**src/rtl/softmax_seq.sv**
```systemverilog
// softmax_seq: sequential softmax over ten logit exponents.
// Loads ten logits as powers of two, sums them, then asks a shared external
// divider for E[idx]/sum (Q16.16) once per class and streams the results.
// Optional macro SOFTMAX_SEQ_ARGMAX_EN adds an argmax tracker over the loaded
// logits; when undefined, argmax is tied to zero.
module softmax_seq (
    input  logic        clk,
    input  logic        rst_n,
    input  logic        in_valid,
    output logic        in_ready,
    input  logic [31:0] in_data,
    output logic        div_start,
    output logic [47:0] div_num,
    output logic [35:0] div_den,
    input  logic        div_done,
    input  logic [31:0] div_quot,
    output logic        out_valid,
    input  logic        out_ready,
    output logic [31:0] out_data,
    output logic [3:0]  out_idx,
    output logic        out_last,
    output logic [3:0]  argmax
);

    typedef enum logic [2:0] {IDLE, LOAD, DIV_REQ, DIV_WAIT, OUT} state_t;

    state_t      state, state_nxt;
    logic [3:0]  cnt;
    logic [3:0]  idx;
    logic [35:0] sum;
    logic [31:0] e_mem [10];
    logic [31:0] e_in;
    logic        beat;

    // 2^x with saturation at bit 31 for exponents that do not fit
    function automatic logic [31:0] clamp_exp(input logic [31:0] x);
        if (x < 32'd31)
            return 32'd1 << x[4:0];
        else
            return 32'h8000_0000;
    endfunction

    assign e_in      = clamp_exp(in_data);
    assign beat      = in_valid && in_ready;
    assign div_num   = {e_mem[idx], 16'h0000};
    assign div_den   = sum;
    assign out_idx   = idx;
    assign out_last  = out_valid && (idx == 4'd9);

    // State register
    always_ff @(posedge clk or negedge rst_n) begin
        if (!rst_n)
            state <= IDLE;
        else
            state <= state_nxt;
    end

    // Next-state decode plus the state-derived handshake outputs
    always_comb begin
        state_nxt = state;
        in_ready  = 1'b0;
        div_start = 1'b0;
        case (state)
            IDLE:     state_nxt = LOAD;
            LOAD: begin
                in_ready = 1'b1;
                if (in_valid && (cnt == 4'd9))
                    state_nxt = DIV_REQ;
            end
            DIV_REQ: begin
                div_start = 1'b1;
                state_nxt = DIV_WAIT;
            end
            DIV_WAIT: begin
                if (div_done)
                    state_nxt = OUT;
            end
            OUT: begin
                if (out_ready)
                    state_nxt = (idx == 4'd9) ? LOAD : DIV_REQ;
            end
            default:  state_nxt = IDLE;
        endcase
    end

    // Logit storage; contents are only meaningful after a full load
    always_ff @(posedge clk) begin
        if (beat)
            e_mem[cnt] <= e_in;
    end

    // Counters, running sum and the output word register
    always_ff @(posedge clk or negedge rst_n) begin
        if (!rst_n) begin
            cnt       <= 4'd0;
            idx       <= 4'd0;
            sum       <= 36'd0;
            out_valid <= 1'b0;
            out_data  <= 32'd0;
        end else begin
            case (state)
                IDLE: begin
                    cnt <= 4'd0;
                    sum <= 36'd0;
                end
                LOAD: begin
                    if (beat) begin
                        sum <= sum + {4'd0, e_in};
                        if (cnt == 4'd9) begin
                            cnt <= 4'd0;
                            idx <= 4'd0;
                        end else begin
                            cnt <= cnt + 4'd1;
                        end
                    end
                end
                DIV_WAIT: begin
                    if (div_done) begin
                        out_data  <= div_quot;
                        out_valid <= 1'b1;
                    end
                end
                OUT: begin
                    if (out_ready) begin
                        out_valid <= 1'b0;
                        if (idx == 4'd9) begin
                            idx <= 4'd0;
                            cnt <= 4'd0;
                            sum <= 36'd0;
                        end else begin
                            idx <= idx + 4'd1;
                        end
                    end
                end
                default: ;
            endcase
        end
    end

`ifdef SOFTMAX_SEQ_ARGMAX_EN
    logic [31:0] max_val;
    logic [3:0]  max_idx;
    logic [3:0]  argmax_r;
    logic        take;
    logic [3:0]  max_idx_nxt;

    // The first beat always seeds the maximum; later beats need to be strictly larger
    assign take        = (cnt == 4'd0) || (e_in > max_val);
    assign max_idx_nxt = take ? cnt : max_idx;
    assign argmax      = argmax_r;

    // Running maximum during LOAD, published when the tenth beat lands
    always_ff @(posedge clk or negedge rst_n) begin
        if (!rst_n) begin
            max_val  <= 32'd0;
            max_idx  <= 4'd0;
            argmax_r <= 4'd0;
        end else if (beat) begin
            if (take)
                max_val <= e_in;
            max_idx <= max_idx_nxt;
            if (cnt == 4'd9)
                argmax_r <= max_idx_nxt;
        end
    end
`else
    assign argmax = 4'd0;
`endif

endmodule

```
**config.mk**
```make
export PLATFORM = sky130hd
export DESIGN_NAME = softmax_seq
export DESIGN_NICKNAME = d
export VERILOG_FILES = /design/src/rtl/softmax_seq.sv
export SDC_FILE = /design/constraint.sdc
export NUM_CORES = 1
export LEC_CHECK = 0
export ABC_AREA = 1
export CAP_MARGIN = 20
export CORE_MARGIN = 4
export CORE_UTILIZATION = 51
export CTS_CLUSTER_DIAMETER = 80
export DETAILED_ROUTE_END_ITERATION = 10
export PLACE_DENSITY_LB_ADDON = 0.15
export SLEW_MARGIN = 0
export SYNTH_ARGS = -nofsm -noshare
export SYNTH_HDL_FRONTEND = slang
export SYNTH_SLANG_ARGS = --single-unit
```
**constraint.sdc**
```tcl
create_clock -name clk -period 3.55 [get_ports clk]
set_input_delay 0.355 -clock clk [delete_from_list [all_inputs] [get_ports clk]]
set_output_delay 0.355 -clock clk [all_outputs]
set_load 0.1 [all_outputs]
```
# Yosys cells after proc, flatten, opt, wreduce, memory -nomap -nowiden
# Memory sizes are Yosys's and may differ from the RTL's.
# Cells that the tools add are included.
[word_totals]
reg_bits = 80
out_inout_bits = 128
memories = 1
ramBits = 320
input_bits = 69
[classes]
reduce_logical = 12
add_sub_neg = 3
eq_ne = 12
mux = 27
n_lt_le_gt_ge = 1
shift = 1
[memory_table]
columns = ["name", "depth", "word_bits", "rd", "rd_clocked_by_memory_dff", "wr", "line_no", "rtl"]
rows = [
  ["e_mem", 10, 32, 1, 0, 1, "31", "logic [31:0] e_mem [10];"],
]
[ops]
columns = ["op", "count"]
rows = [
  ["$mux 36", 3],
  ["$pmux 36 s3", 1],
  ["$add 36x32->36", 1],
  ["$lt 32x5->1 const B", 1],
  ["$mux 32", 1],
  ["$mux 4", 8],
  ["$shl 1x5->32 const A", 1],
  ["$pmux 3 s5", 1],
  ["$ne 2x2->1 const B", 6],
  ["$pmux 4 s3", 1],
  ["$mux 3", 3],
  ["$add 4x1->4 const B", 2],
  ["$eq 4x4->1 const B", 2],
  ["$pmux 4 s2", 1],
  ["$reduce_and 4->1", 2],
  ["$eq 3x2->1 const B", 2],
  ["$mux 1", 6],
  ["$reduce_and 3->1", 2],
  ["$reduce_bool 2->1", 2],
  ["$eq 3x1->1 const B", 1],
  ["$eq 3x3->1 const B", 1],
  ["$logic_and 1x1->1", 3],
  ["$logic_not 3->1", 1],
  ["$reduce_bool 3->1", 1],
  ["3 further kinds", 3],
]

# Depth between registers and ports, before layout
[depth]
word_depth = 5
mapped_depth = 24

# Worst setup path before layout
# No wires, ideal clock.
[synth_path]
path_kind = "register to output"
start = "register idx[0], in the netlist out_idx[0]"
end = "output div_num[41]"
path_slack_ps = -238
arrival_time_ps = 3433
path_stages_with_launch = 8
path_cell_list = "dfrtp_1 -> buf_2 -> buf_4 -> clkbuf_1 -> nor2_1 -> o22ai_1 -> o21ai_0 -> o22ai_1"
[synth_via]
elab_chain_cells = 1
[synth_lines]
columns = ["element", "line_no", "rtl"]
rows = [
  ["start, declared", "29", "logic [3:0] idx;"],
  ["start signal, assigned", "131", "idx <= idx + 4'd1;"],
  ["$mem_v2 10x32", "-", ""],
  ["end, declared", "13", "output logic [47:0] div_num,"],
]
# No other way between the ends.

# Worst setup path in the final report
[layout_path]
start = "input in_data[2]"
end = "register sum[34], in the netlist div_den[34]"
[layout_via]
elab_chain_cells = 5
[layout_lines]
columns = ["element", "line_no", "rtl"]
rows = [
  ["start, declared", "11", "input logic [31:0] in_data,"],
  ["$lt 32x5->1 / $shl 1x5->32 (equally long branches)", "37, 38", ""],
  ["$mux 32 (*)", "37", "if (x < 32'd31)"],
  ["net e_in[31]", "32", "logic [31:0] e_in;"],
  ["$add 36x32->36 (*)", "108", "sum <= sum + {4'd0, e_in};"],
  ["$mux 36 (*)", "107", "if (beat) begin"],
  ["$pmux 36 s3 (*)", "101", "case (state)"],
  ["end signal, assigned", "108", ""],
  ["end, declared", "30", "logic [35:0] sum;"],
]
# Mark *: on every way through the listed nets, which the timed path passes. The rest lies on a longest branch. The select of a mux whose other input is x is not followed.
# A chain may end at the register's enable or synchronous reset.

==> results.sh <==
export IMPL_wl_per_cell_um=19.9
export IMPL_initial_core_util=0.516
export IMPL_cts_max_level=2
export IMPL_synth_area_per_cell_um2=10.6
export IMPL_async_flop_share=0.200
export IMPL_clkSinkCount=400
export IMPL_die_area_mm2=0.0390
export IMPL_ir_worst_vdd_mv=1.21
export IMPL_start_kind="input pin"
export IMPL_drive_above_1_share=0.150
export IMPL_wl_met1_mm=20.3
export IMPL_cpMaxStageDelayCell="clkdlybuf4s50_1"
export IMPL_worstSkewPairLatency_ps=550
export IMPL_finalClockSkew_ps=17.3
export IMPL_cp_end_kind="flip-flop"
export IMPL_cts_tree="built"
export IMPL_p_sw_mw=9.49
export IMPL_met3_wirelength_mm=3.58
export IMPL_grt_usage=0.246
export IMPL_relSlewSlack=0.325
export IMPL_maxCapViolCount=0
export IMPL_finalCriticalPeriod_ps=3110
export IMPL_synthesis_area_mm2=0.0183
export IMPL_max_stage_delay_ps=520
export IMPL_leakage_nw=8.65
export IMPL_combPwrFrac=0.513
export IMPL_design_core_area_mm2=0.0355
export IMPL_cts_made_buffers=41
export IMPL_intPower_mw=10.8
export IMPL_required_ps=3980
export IMPL_grt_pass1_vias=13559
export IMPL_worst_slack_ps=443
export IMPL_die_h_um=197
export IMPL_finalWeightedCongestion=0.951
export IMPL_ys_flop_type="edfxtp_1"
export IMPL_slew_violations=0
export IMPL_cts_buffer_depth=3
export IMPL_clockRootBuffer="clkbuf_16"
export IMPL_yosys_top_cells_count="320 x edfxtp_1, 298 x nor2_1, 241 x nand2_1, 227 x o21ai_0, 98 x o22ai_1"
export IMPL_fin_total_pwr_mw=20.3
export IMPL_clockPowerShare=0.204
export IMPL_hold_ws_ps=428
export IMPL_r2r_start="state[2]$_DFFE_PN0P_"
export IMPL_crit_type="input pin to flip-flop"
export IMPL_synth_seq_cells=400
export IMPL_finalWirelength_mm=48.6
export IMPL_crit_family="simple AND/OR/NAND/NOR gates"
export IMPL_vias_per_cell=5.61
export IMPL_path_max_fanout=15
export IMPL_dpl_worst_slack_ps=-73.1
export IMPL_ctsResizeCount=0
export IMPL_cts_setup_buffers=0
export IMPL_die_w_um=197
export IMPL_crit_path_frequent_cell="nand2_1"
export IMPL_setup_viol=0
export IMPL_layout_nets=2062
export IMPL_swShare=0.468
export IMPL_fillers=2809
export IMPL_synth_area_leaders="edfxtp_1 53%, dfrtp_1 11%, o21ai_0 6.2%"
export IMPL_hp_class="input pin to async pin"
export IMPL_drt_first_iter_violations=1124
export IMPL_clock_fmax_mhz=322
export IMPL_grt_start_max_net_pins=83
export IMPL_gr_total_overflow=0
export IMPL_ios=197
export IMPL_yosysWarnings=0
export IMPL_ys_types=44
export IMPL_synthCells=1726
export IMPL_seq_power_share=0.283
export IMPL_outcome="completed"
export IMPL_synth_top_area_frac=0.525
export IMPL_rows=69
export IMPL_ant_nets=0
export IMPL_startpoint="in_data[2]"
export IMPL_worst_pin_slew_ps=1010
export IMPL_num_vias=13737
export IMPL_wl_met2_mm=23.5
export IMPL_antenna_diode_count=0
export IMPL_dp_hpwl_mm=30.6
export IMPL_antenna_found_initial=0
export IMPL_synth_edf_count=320
export IMPL_rsz0062_at_grt="no"
export IMPL_crit_buf_inv=4
export IMPL_yosys_cell_count_top_type="edfxtp_1"
export IMPL_clkSlewWorstSetupHoldPaths_ps=60
export IMPL_grt_first_pass_wirelength_mm=74.9
export IMPL_first_pass_iters=5
export IMPL_yosys_area_top_type="edfxtp_1"
export IMPL_arrival_ps=3540
export IMPL_io_buffers=176
export IMPL_highest_layer="met4"
export IMPL_post_route_drc_count=0
export IMPL_path_cells="clkdlybuf4s50_1 > inv_6 > nor3_2 > a211o_1 > nor2_2 > nand2_2 > inv_4 > nand2_4 > nor2_1 > ha_1 > nand2_1 > inv_1 > a21oi_1 > nand3_1 > nand2_1 > nand2_1 > nand2_1 > nand2_1 > a21oi_1 > nor2_1"
export IMPL_syn2layout_area_growth_pct=24.3
export IMPL_yosysSeqAreaShare=0.635
export IMPL_finalHoldViolCount=0
export IMPL_min_period_over_period=0.875
export IMPL_p_per_area_mw_per_mm2=892
[layer usage]
| metal | vias up | GRT usage |
|---|---|---|
| met5 | - | 0 |
| met4 | 0 | 0.0755 |
| met3 | 90 | 0.0462 |
| met2 | 531 | 0.408 |
| met1 | 6604 | 0.334 |
| li1 | 6512 | - |
[area by class of cell]
cell class / instances / area [um^2] / share of cell area
inverter: 101 / 394 / 0.0173
sequential: 400 / 11600 / 0.511
clock buffer: 50 / 1100 / 0.0484
multi-input combinational: 1146 / 6080 / 0.267
clock inverter: 21 / 186 / 0.00820
tap: 461 / 577 / 0.0254
timing repair buffer: 268 / 2790 / 0.123
[per-stage QoR]
step / utilization / TNS (ps) / area [um^2] / cells
after CTS: 0.641 / 0 / 22700 / 2447
after detailed placement: 0.604 / -162 / 21400 / 2375
after global routing: 0.641 / 0 / 22700 / 2447
after global placement: 0.604 / 0 / 21400 / 2375
final: 0.641 / 0 / 22700 / 2447
after floorplan: - / -32660 / 18600 / 1745
[worst reg2reg max path, cell delays in order (launching register included)]
cell     delay [ps]
dfrtp_1         420
nor2_2          170
nand2_2         150
nor2_1          200
inv_1           440
nor3_2          230
buf_4           530
[registers in the layout (all words and copies together), names as in the netlist]
name       cells
out_data      32
div_den       36
out_idx        4
e_mem        320
out_valid      1
state          3
cnt            4
[repair_timing]
action / CTS / global route
hold buffers: 1 / 0
hold endpoints to repair: 64 / 0
setup endpoints to repair: 0 / 0
[layout by cell type (no fill, tap or decap), types with 3 or more instances in the layout]
cell,netlist,routed
nor3_1,15,8
inv_6,2,3
dfrtp_1,80,78
clkinv_1,0,9
nor2_4,5,8
a21oi_1,55,55
o31ai_1,4,4
o21ai_0,227,227
clkinv_2,0,4
buf_12,1,35
nand2_2,4,4
nand3_1,43,43
nor3_2,2,8
conb_1,1,20
xnor2_1,6,6
clkdlybuf4s50_1,0,136
ha_1,34,34
inv_2,4,3
nor2_1,298,295
edfxtp_1,320,320
clkbuf_16,0,42
nand3b_1,5,5
buf_4,23,96
nand4_1,17,17
o22ai_2,0,32
o22ai_1,98,66
o21bai_1,3,3
inv_1,94,94
clkbuf_1,45,6
nor2_2,14,14
nand2_1,241,241
o21ai_1,8,8
mux2_2,32,32
[worst paths after layout]
| check | to | slack [ps] | cells past startpoint |
|---|---|---|---|
| worst max register to register | e_mem[1][30]$_DFFE_PP_ | 1020 | 6 |
| min in group clk | out_data[6]$_DFFE_PN0P_ | 430 | 2 |
| worst min register to register | out_data[15]$_DFFE_PN0P_ | 500 | 1 |
| worst max-delay path | div_den[34]$_DFFE_PN0P_ | 440 | 20 |
| max in group asynchronous | div_den[9]$_DFFE_PN0P_ | 2380 | 3 |
| worst min-delay path | div_den[29]$_DFFE_PN0P_ | 430 | 2 |
[logic make-up after synthesis]
kind of cell | Yosys count | synth area share
other | 1 | 0.000205
buffers and inverters | 199 | 0.0518
multiplexers | 32 | 0.0197
adder cells (fa/ha/maj) | 35 | 0.0243
flip-flops | 400 | 0.635
AO/OA/AOI/OAI | 404 | 0.120
XOR/XNOR | 6 | 0.00287
AND/OR/NAND/NOR | 649 | 0.147
[power groups by stage]
stage	registers, mW	logic (mW)	clock network (mW)
3_5_place_dp	5.83	10.5	0
4_1_cts	5.74	10.5	4.23
6_report	5.74	10.4	4.15
5_1_grt	5.78	10.9	4.45
3_3_place_gp	5.81	10.4	0
2_1_floorplan	7.43	5.64	0
Power figures use the tool's default switching activity.
